==> config.mk <==
export PLATFORM = sky130hd
export DESIGN_NAME = seg7_scan_reader
export DESIGN_NICKNAME = d
export VERILOG_FILES = /design/src/rtl/seg7_scan_reader.sv
export SDC_FILE = /design/constraint.sdc
export NUM_CORES = 1
export LEC_CHECK = 0
export ABC_AREA = 1
export ABC_CLOCK_PERIOD_IN_PS = 2870
export BUFFER_PORTS_ARGS = -buffer_cell sky130_fd_sc_hd__buf_2
export CAP_MARGIN = 20
export CORE_MARGIN = 4
export CORE_UTILIZATION = 30
export CTS_CLUSTER_DIAMETER = 150
export CTS_CLUSTER_SIZE = 25
export DETAILED_ROUTE_END_ITERATION = 8
export GPL_TIMING_DRIVEN = 1
export SYNTH_ARGS = -nofsm -noshare
export SYNTH_HDL_FRONTEND = slang
export SYNTH_SLANG_ARGS = --single-unit
==> constraint.sdc <==
create_clock -name clk -period 2.87 [get_ports clk]
set_clock_uncertainty 0.1 [all_clocks]
set_input_delay 0.574 -clock clk [delete_from_list [all_inputs] [get_ports clk]]
set_output_delay 0.574 -clock clk [all_outputs]
set_load 0.005 [all_outputs]
==> src/rtl/seg7_scan_reader.sv <==
// Recovers BCD digits from a multiplexed 7-segment display bus, filters each
// digit for stability and hands complete frames out through valid/ready.
module seg7_scan_reader #(
    parameter int NDIG   = 4,
    parameter int STABLE = 3
) (
    input  logic              clk,
    input  logic              rst_n,
    input  logic [6:0]        seg_in,
    input  logic [NDIG-1:0]   dig_in,
    output logic [4*NDIG-1:0] bcd_out,
    output logic [NDIG-1:0]   blank_out,
    output logic              err_out,
    output logic              out_valid,
    input  logic              out_ready
);

    localparam logic [0:0] ST_COLLECT = 1'b0;
    localparam logic [0:0] ST_HOLD    = 1'b1;
    localparam int         CW         = 4;
    localparam logic [CW-1:0] CNT_MAX = CW'(STABLE);

    logic [6:0]      s_seg;
    logic [NDIG-1:0] s_dig;
    logic [NDIG-1:0] p_dig;

    logic [6:0]      last_pat   [NDIG];
    logic [CW-1:0]   cnt        [NDIG];
    logic [3:0]      staged_val [NDIG];
    logic [NDIG-1:0] staged_blank;
    logic [NDIG-1:0] staged_err;
    logic [NDIG-1:0] committed;
    logic            mh_flag;
    logic [0:0]      state;

    logic [3:0]      dec_val;
    logic            dec_blank;
    logic            dec_err;
    logic            scan_ev;
    logic            multi_hot;
    logic [CW-1:0]   cnt_upd    [NDIG];
    logic [NDIG-1:0] commit_now;
    logic            do_load;

    // Input registers; p_dig lets a held strobe count as a single scan.
    // NOTE: sequential state uses non-blocking (<=) so every register samples
    // pre-edge values; blocking here would create order-dependent races.
    always_ff @(posedge clk or negedge rst_n) begin
        if (!rst_n) begin
            s_seg <= '0;
            s_dig <= '0;
            p_dig <= '0;
        end else begin
            s_seg <= seg_in;
            s_dig <= dig_in;
            p_dig <= s_dig;
        end
    end

    assign scan_ev   = $onehot(s_dig) && (s_dig != p_dig);
    assign multi_hot = (s_dig != '0) && !$onehot(s_dig);

    // NOTE: every always_comb output gets a default first, so no path through
    // the case leaves a signal unassigned and no latch is inferred.
    always_comb begin
        dec_val   = 4'h0;
        dec_blank = 1'b0;
        dec_err   = 1'b0;
        case (s_seg)
            7'b1111110: dec_val = 4'd0;
            7'b0110000: dec_val = 4'd1;
            7'b1101101: dec_val = 4'd2;
            7'b1111001: dec_val = 4'd3;
            7'b0110011: dec_val = 4'd4;
            7'b1011011: dec_val = 4'd5;
            7'b1011111: dec_val = 4'd6;
            7'b1110000: dec_val = 4'd7;
            7'b1111111: dec_val = 4'd8;
            7'b1111011: dec_val = 4'd9;
            7'b0000000: dec_blank = 1'b1;
            default: begin
                dec_val = 4'hF;
                dec_err = 1'b1;
            end
        endcase
    end

    always_comb begin
        commit_now = '0;
        for (int k = 0; k < NDIG; k++) begin
            if (s_seg == last_pat[k])
                cnt_upd[k] = (cnt[k] >= CNT_MAX) ? CNT_MAX : cnt[k] + CW'(1);
            else
                cnt_upd[k] = CW'(1);
            commit_now[k] = scan_ev && s_dig[k] && (cnt_upd[k] == CNT_MAX);
        end
    end

    // A frame loads as soon as every digit is committed, unless one is still
    // being held for a consumer that has not accepted it yet.
    assign do_load = (&committed) && ((state == ST_COLLECT) || out_ready);

    // NOTE: the small per-digit arrays are reset explicitly because the
    // filter must restart from a known count after reset; they are flops,
    // not a RAM, so resetting them costs nothing structurally.
    always_ff @(posedge clk or negedge rst_n) begin
        if (!rst_n) begin
            for (int k = 0; k < NDIG; k++) begin
                last_pat[k]   <= '0;
                cnt[k]        <= '0;
                staged_val[k] <= '0;
            end
            staged_blank <= '0;
            staged_err   <= '0;
        end else begin
            for (int k = 0; k < NDIG; k++) begin
                if (scan_ev && s_dig[k]) begin
                    last_pat[k] <= s_seg;
                    cnt[k]      <= cnt_upd[k];
                end
                if (commit_now[k]) begin
                    staged_val[k]   <= dec_val;
                    staged_blank[k] <= dec_blank;
                    staged_err[k]   <= dec_err;
                end
            end
        end
    end

    // Fresh commits and multi-hot sightings win over the clear done by a load.
    always_ff @(posedge clk or negedge rst_n) begin
        if (!rst_n) begin
            committed <= '0;
            mh_flag   <= 1'b0;
        end else begin
            committed <= (do_load ? '0 : committed) | commit_now;
            mh_flag   <= (do_load ? 1'b0 : mh_flag) | multi_hot;
        end
    end

    always_ff @(posedge clk or negedge rst_n) begin
        if (!rst_n) begin
            state     <= ST_COLLECT;
            out_valid <= 1'b0;
            bcd_out   <= '0;
            blank_out <= '0;
            err_out   <= 1'b0;
        end else begin
            if (do_load) begin
                for (int k = 0; k < NDIG; k++)
                    bcd_out[4*k +: 4] <= staged_val[k];
                blank_out <= staged_blank;
                err_out   <= (|staged_err) | mh_flag;
            end
            case (state)
                ST_COLLECT: begin
                    if (do_load) begin
                        state     <= ST_HOLD;
                        out_valid <= 1'b1;
                    end
                end
                default: begin
                    if (out_ready && !do_load) begin
                        state     <= ST_COLLECT;
                        out_valid <= 1'b0;
                    end
                end
            endcase
        end
    end

endmodule

# Yosys cells after proc, flatten, opt, wreduce, memory -nomap -nowiden
# Cells that the tools add are included.
# totals
regBits,111
input_bits,14
wordCells,108
# op_classes
n_addsub,7
order_cmp,4
eq_ne,21
n_mux,19
n_bitwise,4
n_reduce_logical,23
# op_table
cell,count
$eq 7x7->1 const B,8
$pmux 4 s10,1
$mux 4,9
$eq 7x7->1,4
$add 4x1->4 const B,4
$eq 4x2->1 const B,4
$ge 4x2->1 const B,4
$eq 7x6->1 const B,2
$logic_and 1x1->1,12
$reduce_or 11->1,1
$mux 1,9
$logic_not 7->1,1
$add 1x1->2,2
$ne 4x4->1,1
$or 4x4->4,1
$reduce_and 4->1,1
$reduce_bool 4->1,1
$reduce_or 4->1,1
$add 2x2->3,1
$eq 3x1->1 const B,1
$logic_not 1->1,2
$ne 2x1->1 const B,1
$or 1x1->1,2
$reduce_and 2->1,1
other kinds (4),4

# Depth between registers and ports, before layout
# Gate-level depths: netlist of the first run.
# depth
ltp_word,7
depth_mapped,11

# Worst setup path before layout of the first run
# Ideal clock, no wire load.
# synth_path
path_kind,flip-flop to flip-flop
startpoint,register s_dig[0]
endpoint,register cnt[4] (netlist name)
setup_ps,127
arrival_ps,2248
t_required_ps,2643
setup_slack_ps,395
stages_incl_launch_ff,12
path_buffers,2
synth_period_minus_slack_ps,2475
path_cell_list,dfrtp_1 -> inv_2 -> fa_1 -> inv_1 -> ha_1 -> ha_1 -> nor3b_2 -> nand3_1 -> buf_2 -> buf_4 -> nand2_1 -> nand2_1
# synth_between
elab_chain_len,5
word_cells_on_any_way,6
# synth_rtl
item,line,source
start: declaration,24,logic [NDIG-1:0] s_dig;
start signal: assignment,55,s_dig <= dig_in;
$add 1x1->2 (not written as such),60,assign scan_ev = $onehot(s_dig) && (s_dig != p_dig);
$add 2x2->3 (not written as such),60,
$eq 3x1->1,60,
$logic_and 1x1->1 (*),60,
$logic_and 1x1->1 (*),117,if (scan_ev && s_dig[k]) begin
end signal: indexed assignment,119,cnt[k] <= cnt_upd[k];
end: declaration,28,logic [CW-1:0] cnt [NDIG];
# Mark *: on every way between the ends. The rest lies on a longest branch, timed or not.
# A chain may end at the register's enable or synchronous reset.

# Worst setup path in the final report of the first run
# layout_path
startpoint,register s_dig[1]
endpoint,register staged_val[10] (netlist name)
# layout_between
elab_chain_len,6
word_cells_on_any_way,7
# layout_rtl
item,line,source
$add 1x1->2 (not written as such),60,
$add 2x2->3 (not written as such),60,
$eq 3x1->1,60,
$logic_and 1x1->1,60,
$logic_and 1x1->1 (*) (2 in a row),95,commit_now[k] = scan_ev && s_dig[k] && (cnt_upd[k] == CNT_MAX);
end signal: indexed assignment,122,staged_val[k] <= dec_val;
end: declaration,29,logic [3:0] staged_val [NDIG];
# Marks and branches as above.

==> flow_metrics.py, run 1 <==
metrics = {
    "power_and_ir_drop": {
        "peakVddDrop_uv": 473,
        "power_leakage_nw": 3.35,
        "powerDensity_mw_per_mm2": 679,
    },
    "timing": {
        "timing.final.hold_violations": 0,
        "maxSlewHeadroom_pct": 67.4,
        "finalSetupTns_ps": 0,
        "timing.final.crit_period_ps": 2630,
        "worstMarginPinSlew_ps": 488,
        "fmax_mhz": 380,
        "period_share_pct": 91.7,
        "setup_ws_ps": 238,
        "rsz0062_at_grt": "false",
        "drv_slew": 0,
        "setup-violations-final": 0,
    },
    "logic_synthesis": {
        "avgSynthCellArea_sq_um": 8.14,
        "synth_cell_types": 31,
        "synthesis.instances": 652,
        "yosysSeqAreaShare_pct": 52.3,
        "synth_edf_count": 0,
        "synth_fp_nets": 674,
        "synth.area.top_cells": "dfrtp_1, nand2_1, inv_1, o21ai_0, nor2_4",
        "async_flop_share_pct": 100,
        "ys.flop_type": "dfrtp_1",
        "syn_area_sq_mm": 0.00531,
        "yosysWarnings": 0,
        "synth_top_cell_area_share_pct": 52.3,
        "synth-seq-cells": 111,
        "synth_top_cell_by_area": "dfrtp_1",
    },
    "finish": {
        "layout_commonest_cell": "nand2_1",
        "fin_nets": 712,
        "final_util_pct": 35.0,
        "drive_gt1_share_pct": 16.9,
        "area_delta_synth_final_pct": 14.2,
        "final_cell_mix": "nand2_1, dfrtp_1, inv_1, buf_2, o21ai_0",
        "fin_area_sq_mm": 0.00606,
        "num_antenna_cells": 0,
    },
    "die": {
        "fp.coreArea_sq_mm": 0.0173,
        "num_rows": 48,
        "die-area_sq_mm": 0.0199,
        "start_util_pct": 30.7,
        "die_y_microns": 141,
        "io_pins": 36,
        "fp.dieW_microns": 141,
    },
    "global_routing": {
        "track_usage_pct": 11.9,
        "antenna_found_initial": 0,
        "grt_pass1_wl_microns": 19000,
        "grt_overflow": 0,
        "grt_pass1_vias": 3893,
        "grt_max_degree": 40,
    },
    "cts": {
        "clock_sinks": 111,
        "tritoncts": "done",
        "cts_setup_buffers": 0,
        "path_clk_slew_ps": 70,
        "htree_levels": 3,
        "numCtsBuffers": 9,
        "clkLatencyLatePin_ps": 360,
        "clockBufferDepth": 2,
        "root_buffer": "clkbuf_16",
    },
    "worst_hold_path": {
        "hold_class": "in -> async",
    },
    "placed_design": {
        "post-place-ws_ps": 110,
        "placed_area_sq_mm": 0.00576,
        "hpwl_microns": 7860,
        "gp_congestion": 0.789,
        "port-buffer-count": 35,
    },
    "route": {
        "wl_per_cell_microns": 11.8,
        "final_antenna_net_count": 0,
        "dr.pass1.iters": 5,
        "drc": 0,
        "route.vias.total": 3941,
        "viasPerCell": 4.29,
        "drt_wl_total_microns": 10900,
        "drt_iter0_markers": 250,
    },
    "critical_path": {
        "crit_chain": "inv_2 > fa_1 > inv_1 > ha_1 > ha_1 > nor3b_4 > nand3_1 > buf_4 > nor2_4 > nand2_1 > nand2_1",
        "cpMaxStageDelayCell": "fa_1",
        "crit_path_max_incr_delay_ps": 500,
        "worstPathRequired_ps": 3070,
        "crit_type": "reg -> reg",
        "startpoint_type": "flip-flop",
        "crit_arrival_ps": 2830,
        "cp-end-kind": "flip-flop",
        "worst-path-max-fanout": 20,
        "path_delay_family": "adder cells",
        "cp_num_buf_inv": 3,
    },
    "job": {
        "maxCapViolations": 0,
    },
    "run_status": {
        "status": "completed",
    },
}
## final timing paths
| path | from | to | slack (ps) | depth (start not counted) |
|---|---|---|---|---|
| worst max-delay path | s_dig[1]$_DFF_PN0_ | staged_val[10]$_DFFE_PN0P_ | 240 | 11 |
| worst min-delay path | rst_n | bcd_out[12]$_DFFE_PN0P_ | 80 | 1 |
| worst max register to register | s_dig[1]$_DFF_PN0_ | staged_val[10]$_DFFE_PN0P_ | 240 | 11 |
| worst min register to register | s_dig[3]$_DFF_PN0_ | p_dig[3]$_DFF_PN0_ | 360 | 0 |
| max in group asynchronous | rst_n | bcd_out[4]$_DFFE_PN0P_ | 1940 | 2 |
| min in group clk | dig_in[2] | s_dig[2]$_DFF_PN0_ | 220 | 1 |
## layout make-up
type                       count  area [sq um]
clock buffer                  11           243
clock inverter                 4          30.0
fill                        1841         11200
inverter                      83           319
multi-input combinational    441          2140
sequential                   111          2780
tap                          225           282
timing repair buffer          44           270
## metrics by stage
stage	hold WS, ps	instances	power, mW
3_3_place_gp	332	904	2.96
6_report	80.1	919	4.12
5_1_grt	99.7	919	4.42
2_1_floorplan	178	652	2.76
3_5_place_dp	348	904	2.98
4_1_cts	83.5	919	4.17
## metal layers
metal,routed length (microns),vias to the layer above,GRT usage [%]
li1,-,2060,-
met1,5390,1815,15.9
met2,4800,56,18.5
met3,505,10,3.66
met4,153,0,3.72
met5,0,-,0
## cell families after synthesis
| family | count (synthesis) | share of synthesized area, % |
|---|---|---|
| AOI/OAI and AO/OA | 40 | 3.87 |
| xor gates and xnor gates | 1 | 0.165 |
| adders and majority gates | 8 | 2.03 |
| buffers and inverters | 100 | 7.80 |
| DFF | 111 | 52.3 |
| and+or+nand+nor | 392 | 33.8 |
## Yosys cell counts (6+ instances only)
library cell	count
nand3_1	17
o21ai_0	33
nand4_1	8
ha_1	7
nor2_4	11
nand3_2	10
nand2_2	7
buf_2	7
nor2_1	18
clkbuf_1	6
inv_1	69
nand2_1	300
dfrtp_1	111
nor3_1	6
nor2_2	6
inv_2	12
## worst reg2reg max path: stages (launching register included)
cell     delay [ps]
dfrtp_1         410
inv_2            70
fa_1            500
inv_1            40
ha_1            170
ha_1            310
nor3b_4         290
nand3_1         150
buf_4           230
nor2_4          190
nand2_1          80
nand2_1          60
## flip-flops by register name, indices dropped and copies added (netlist names)
| name | cells |
|---|---|
| s_dig | 4 |
| blank_out | 4 |
| last_pat | 28 |
| committed | 4 |
| cnt | 16 |
| s_seg | 7 |
| bcd_out | 16 |
| out_valid | 1 |
| state | 1 |
| staged_err | 4 |
| mh_flag | 1 |
| err_out | 1 |
| staged_val | 16 |
| staged_blank | 4 |
| p_dig | 4 |
## where the power goes
part / total, mW / switching, mW / leakage, nW / internal [mW]
Sequential: 2.04 / 0.207 / 1.45 / 1.83
Combinational: 0.913 / 0.573 / 1.77 / 0.340
Clock: 1.16 / 0.551 / 0.132 / 0.611
Total: 4.12 / 1.33 / 3.35 / 2.78
## what timing repair did
item | 4_1_cts | 5_1_grt
gates resized for setup | 0 | 4
hold buffers | 0 | 0
endpoints found under the setup margin | 0 | 19
No activity file was read; power rests on OpenSTA's default activity.
==> run 2, diff against run 1 <==
--- a/config.mk
+++ b/config.mk
@@ -10,11 +10,12 @@
 export BUFFER_PORTS_ARGS = -buffer_cell sky130_fd_sc_hd__buf_2
 export CAP_MARGIN = 20
 export CORE_MARGIN = 4
-export CORE_UTILIZATION = 30
+export CORE_UTILIZATION = 35
 export CTS_CLUSTER_DIAMETER = 150
 export CTS_CLUSTER_SIZE = 25
 export DETAILED_ROUTE_END_ITERATION = 8
 export GPL_TIMING_DRIVEN = 1
+export REMOVE_ABC_BUFFERS = 1
 export SYNTH_ARGS = -nofsm -noshare
 export SYNTH_HDL_FRONTEND = slang
 export SYNTH_SLANG_ARGS = --single-unit
==> run 2 against run 1 <==
  * Cell count is 4.2% lower
  * Combinational power increased by 1%
  * Setup slack got worse by 60 ps
  * Clock power grew 10%
  * Die area fell by 14%
  * Wire length rose by 0.26%
  * Hold slack improved by 21 ps
  * Cell area fell by 0.50%
  * Critical endpoint is now staged_val[9]$_DFFE_PN0P_
  * Highest routed layer unchanged
==> flow_metrics.py, run 2 (same netlist as run 1, synthesis figures left out) <==
metrics = {
    "run_status": {
        "status": "completed",
    },
    "critical_path": {
        "worstPathRequired_ps": 3020,
        "crit_type": "reg -> reg",
        "r2r_setup_slack_ps": 180,
        "cp-end-kind": "flip-flop",
        "worst-path-max-fanout": 7,
        "crit_arrival_ps": 2840,
        "startpoint_type": "flip-flop",
    },
    "cts": {
        "path_clk_slew_ps": 70,
        "htree_levels": 3,
        "tritoncts": "done",
        "clockBufferDepth": 2,
        "clkLatencyLatePin_ps": 350,
        "cts-hold-fix-buffers": 0,
        "numCtsBuffers": 9,
        "clock_sinks": 111,
        "root_buffer": "clkbuf_16",
    },
    "finish": {
        "layout_commonest_cell": "nand2_1",
        "fin_nets": 713,
        "largest_reg_flops": 28,
        "drive_gt1_share_pct": 16.8,
        "stdcell_count": 880,
        "num_antenna_cells": 0,
        "final_cell_mix": "nand2_1, dfrtp_1, inv_1, buf_2, o21ai_0",
        "top_register": "last_pat",
        "area_delta_synth_final_pct": 13.6,
    },
    "worst_hold_path": {
        "hold_class": "in -> async",
    },
    "timing": {
        "fmax_mhz": 371,
        "timing.hold.ws_ps": 102,
        "timing.final.hold_violations": 0,
        "finalSetupTns_ps": 0,
        "period_share_pct": 93.8,
        "setup-violations-final": 0,
        "worstMarginPinSlew_ps": 539,
        "setup_ws_ps": 177,
        "maxSlewHeadroom_pct": 64.0,
        "timing.final.crit_period_ps": 2690,
        "drv_slew": 0,
    },
    "placed_design": {
        "port-buffer-count": 35,
        "gp_congestion": 0.816,
        "place_inst": 863,
        "post-place-ws_ps": 74.4,
        "hpwl_microns": 7790,
    },
    "die": {
        "die_y_microns": 131,
        "fp.dieW_microns": 131,
        "io_pins": 36,
        "start_util_pct": 36.1,
        "fp.coreArea_sq_mm": 0.0147,
        "num_rows": 44,
        "die-area_sq_mm": 0.0172,
    },
    "global_routing": {
        "track_usage_pct": 13.5,
        "grt_pass1_wl_microns": 19100,
        "antenna_found_initial": 0,
        "grt_overflow": 0,
        "grt_pass1_vias": 3856,
        "grt_max_degree": 53,
    },
    "route": {
        "dr.pass1.iters": 5,
        "drt_wl_total_microns": 10900,
        "drt_iter0_markers": 353,
        "wl_per_cell_microns": 12.4,
        "final_antenna_net_count": 0,
        "route.vias.total": 4096,
        "drc": 0,
        "viasPerCell": 4.65,
    },
    "power_and_ir_drop": {
        "powerDensity_mw_per_mm2": 704,
        "peakVddDrop_uv": 482,
        "power_leakage_nw": 3.36,
    },
    "job": {
        "maxCapViolations": 0,
    },
}
## run 2: changes by cell type in the layout (fill, tap and decap cells not counted), sizes merged
cell and delta:
clkinvlp -1, inv -1, buf +1, bufinv +1
clkbuf +3, clkinv -1
## run 2: area by class of cell
| cell class | instances | area [sq um] |
|---|---|---|
| Fill cell | 1460 | 8670 |
| Sequential cell | 111 | 2780 |
| Multi-Input combinational cell | 441 | 2130 |
| Inverter | 83 | 319 |
| Timing Repair Buffer | 45 | 269 |
| Clock buffer | 14 | 264 |
| Tap cell | 184 | 230 |
| Clock inverter | 2 | 38.8 |
## run 2: report_power, final
part	internal [mW]	leakage, nW	switching, mW
Sequential	1.83	1.45	0.207
Combinational	0.342	1.77	0.582
Clock	0.728	0.147	0.554
Total	2.90	3.36	1.34
## run 2: repair_timing
action / 4_1_cts / 5_1_grt
buffers inserted: 0 / 1
gates resized for setup: 0 / 4
setup endpoints to repair: 0 / 31
hold endpoints to repair: 0 / 0
## run 2: worst max-delay path, cell delays in order (launching register included)
cell,delay [ps]
dfrtp_1,390
inv_2,70
fa_1,500
inv_1,40
ha_1,170
ha_1,300
nor3b_4,310
buf_4,170
nand3_1,100
inv_1,110
nand3_2,170
nand2_1,110
nand2_1,60
## run 2: worst paths after layout
path,from,cells after the start,end
min reg2reg,s_dig[1]$_DFF_PN0_,0,p_dig[1]$_DFF_PN0_
max,s_dig[1]$_DFF_PN0_,12,staged_val[9]$_DFFE_PN0P_
max reg2reg,s_dig[1]$_DFF_PN0_,12,staged_val[9]$_DFFE_PN0P_
min,rst_n,1,blank_out[3]$_DFFE_PN0P_
min in group clk,seg_in[3],1,s_seg[3]$_DFF_PN0_
max in group asynchronous,rst_n,2,last_pat[16]$_DFFE_PN0P_
## run 2: stage by stage
stage	utilization [%]	power, mW	instance area (sq um)
3_3_place_gp	38.8	2.95	5700
2_1_floorplan	-	2.74	5210
6_report	41.0	4.25	6030
5_1_grt	41.0	4.56	6030
4_1_cts	40.8	4.31	6000
3_5_place_dp	38.8	3.00	5700
## run 2: metal layers
| metal | track usage (%) | wire [microns] |
|---|---|---|
| met1 | 18.7 | 5110 |
| met2 | 20.1 | 4940 |
| met3 | 3.82 | 654 |
| met4 | 4.96 | 171 |
| met5 | 0 | 0 |
==> run 3, diff against run 2 <==
==> constraint.sdc (replaced) <==
create_clock -name clk -period 2.87 [get_ports clk]
set_clock_uncertainty 0.1 [all_clocks]
set_input_delay 0.1435 -clock clk [delete_from_list [all_inputs] [get_ports clk]]
set_output_delay 0.1435 -clock clk [all_outputs]
set_load 0.005 [all_outputs]
==> run 3 against run 2 <==
  * Combinational power rose by 0.9%
  * Sequential power barely moved
  * Utilization rose by 0.89 points
  * Highest routed layer unchanged
==> flow_metrics.py, run 3 (same netlist as run 1, synthesis figures left out) <==
metrics = {
    "die": {
        "die_y_microns": 131,
        "num_rows": 44,
        "fp.coreArea_sq_mm": 0.0147,
        "fp.dieW_microns": 131,
        "io_pins": 36,
        "die-area_sq_mm": 0.0172,
        "start_util_pct": 36.1,
    },
    "global_routing": {
        "grt_pass1_vias": 4118,
        "antenna_found_initial": 0,
        "grt_overflow": 0,
        "track_usage_pct": 13.6,
        "grt_pass1_wl_microns": 19500,
        "grt_max_degree": 82,
    },
    "finish": {
        "fin_area_sq_mm": 0.00616,
        "drive_gt1_share_pct": 16.8,
        "stdcell_count": 893,
        "top_register": "last_pat",
        "fin_nets": 726,
        "largest_reg_flops": 28,
        "final_cell_mix": "nand2_1, dfrtp_1, inv_1, buf_2, o21ai_0",
        "layout_commonest_cell": "nand2_1",
        "final_util_pct": 41.9,
        "area_delta_synth_final_pct": 16.1,
        "num_antenna_cells": 0,
    },
    "critical_path": {
        "cp-end-kind": "flip-flop",
        "startpoint_type": "flip-flop",
        "worstPathRequired_ps": 3020,
        "reg2reg_from": "s_dig[1]$_DFF_PN0_",
        "r2r_setup_slack_ps": 160,
        "reg2reg_depth": 11,
        "worst-path-max-fanout": 7,
        "crit_type": "reg -> reg",
        "crit_arrival_ps": 2850,
        "r2r_end": "staged_val[6]$_DFFE_PN0P_",
    },
    "timing": {
        "setup-violations-final": 0,
        "setup_ws_ps": 164,
        "timing.final.hold_violations": 0,
        "timing.hold.ws_ps": 131,
        "drv_slew": 0,
        "timing.final.crit_period_ps": 2710,
        "finalSetupTns_ps": 0,
        "worstMarginPinSlew_ps": 488,
        "maxSlewHeadroom_pct": 67.4,
        "rsz0062_at_grt": "true",
        "fmax_mhz": 369,
        "period_share_pct": 94.3,
    },
    "cts": {
        "clockBufferDepth": 2,
        "path_clk_slew_ps": 80,
        "clock_sinks": 111,
        "numCtsBuffers": 9,
        "clkLatencyLatePin_ps": 360,
        "tritoncts": "done",
        "root_buffer": "clkbuf_16",
        "htree_levels": 3,
        "cts_setup_buffers": 0,
    },
    "worst_hold_path": {
        "hold_class": "in -> async",
    },
    "route": {
        "drt_iter0_markers": 325,
        "route.vias.total": 4033,
        "drc": 0,
        "viasPerCell": 4.52,
        "dr.pass1.iters": 5,
        "wl_per_cell_microns": 12.2,
        "final_antenna_net_count": 0,
        "drt_wl_total_microns": 10900,
    },
    "power_and_ir_drop": {
        "power_leakage_nw": 3.42,
        "seqPwrFrac_pct": 48.0,
        "combPwrFrac_pct": 21.9,
        "finalPower_mw": 4.25,
        "swShare_pct": 32.4,
        "p_sw_mw": 1.38,
        "internal_power_mw": 2.87,
        "peakVddDrop_uv": 525,
        "p_clk_share_pct": 30.1,
        "powerDensity_mw_per_mm2": 690,
    },
    "placed_design": {
        "post-place-ws_ps": 75.9,
        "port-buffer-count": 35,
        "hpwl_microns": 7740,
        "gp_congestion": 0.796,
        "place_inst": 863,
        "placed_area_sq_mm": 0.00569,
    },
    "job": {
        "maxCapViolations": 0,
    },
    "run_status": {
        "status": "completed",
    },
}
-- run 3: cell count changes in the layout (fill, tap and decap cells not counted), sizes merged --
cell	previous run	this run
inv	83	85
dlygate4sd3	0	13
clkbuf	14	9
clkinv	1	3
clkinvlp	0	1
-- run 3: worst max-delay path by stage --
stage	start	end	slack, ps
after floorplan	s_dig[0]$_DFF_PN0_	staged_val[6]$_DFFE_PN0P_	40
after global placement	s_dig[1]$_DFF_PN0_	staged_val[14]$_DFFE_PN0P_	140
after detailed placement	s_dig[1]$_DFF_PN0_	staged_val[14]$_DFFE_PN0P_	80
after CTS	s_dig[1]$_DFF_PN0_	staged_val[14]$_DFFE_PN0P_	60
after global routing	s_dig[3]$_DFF_PN0_	staged_val[7]$_DFFE_PN0P_	-40
final	s_dig[1]$_DFF_PN0_	staged_val[6]$_DFFE_PN0P_	160
-- run 3: layer usage --
layer | track usage (%) | vias up | part of all wire, %
li1 | - | 2090 | -
met5 | 0 | - | 0
met1 | 18.2 | 1843 | 49
met3 | 3.52 | 16 | 3.9
met2 | 21.5 | 84 | 45
met4 | 5.13 | 0 | 2.5
-- run 3: timing repair --
item	CTS	global route
hold endpoints to repair	92	0
gates resized for setup	0	2
setup endpoints to repair	0	27
hold buffers	13	0
-- run 3: power by group through the flow --
stage                     combinational, mW  clock, mW  sequential (mW)
after detailed placement              0.921          0             2.07
after global routing                   1.10       1.38             2.08
after floorplan                       0.720          0             2.02
after CTS                             0.937       1.33             2.04
final                                 0.932       1.28             2.04
after global placement                0.893          0             2.05
-- run 3: area by class of cell --
class | instances | area, sq um
clock buffers | 9 | 225
flip-flops and latches | 111 | 2780
clock inverters | 7 | 80.1
multi-input cells | 441 | 2130
well taps | 184 | 230
fillers | 1505 | 8540
repair buffers | 58 | 403
inverters | 83 | 319
-- run 3: critical path: stages, from the launching register on --
cell and delay (ps):
dfrtp_1 400, inv_2 70, fa_1 500, inv_1 40
ha_1 170, ha_1 300, nor3b_4 290, nand3_1 220
inv_1 150, nand3_2 180, nand2_1 120, nand2_1 50
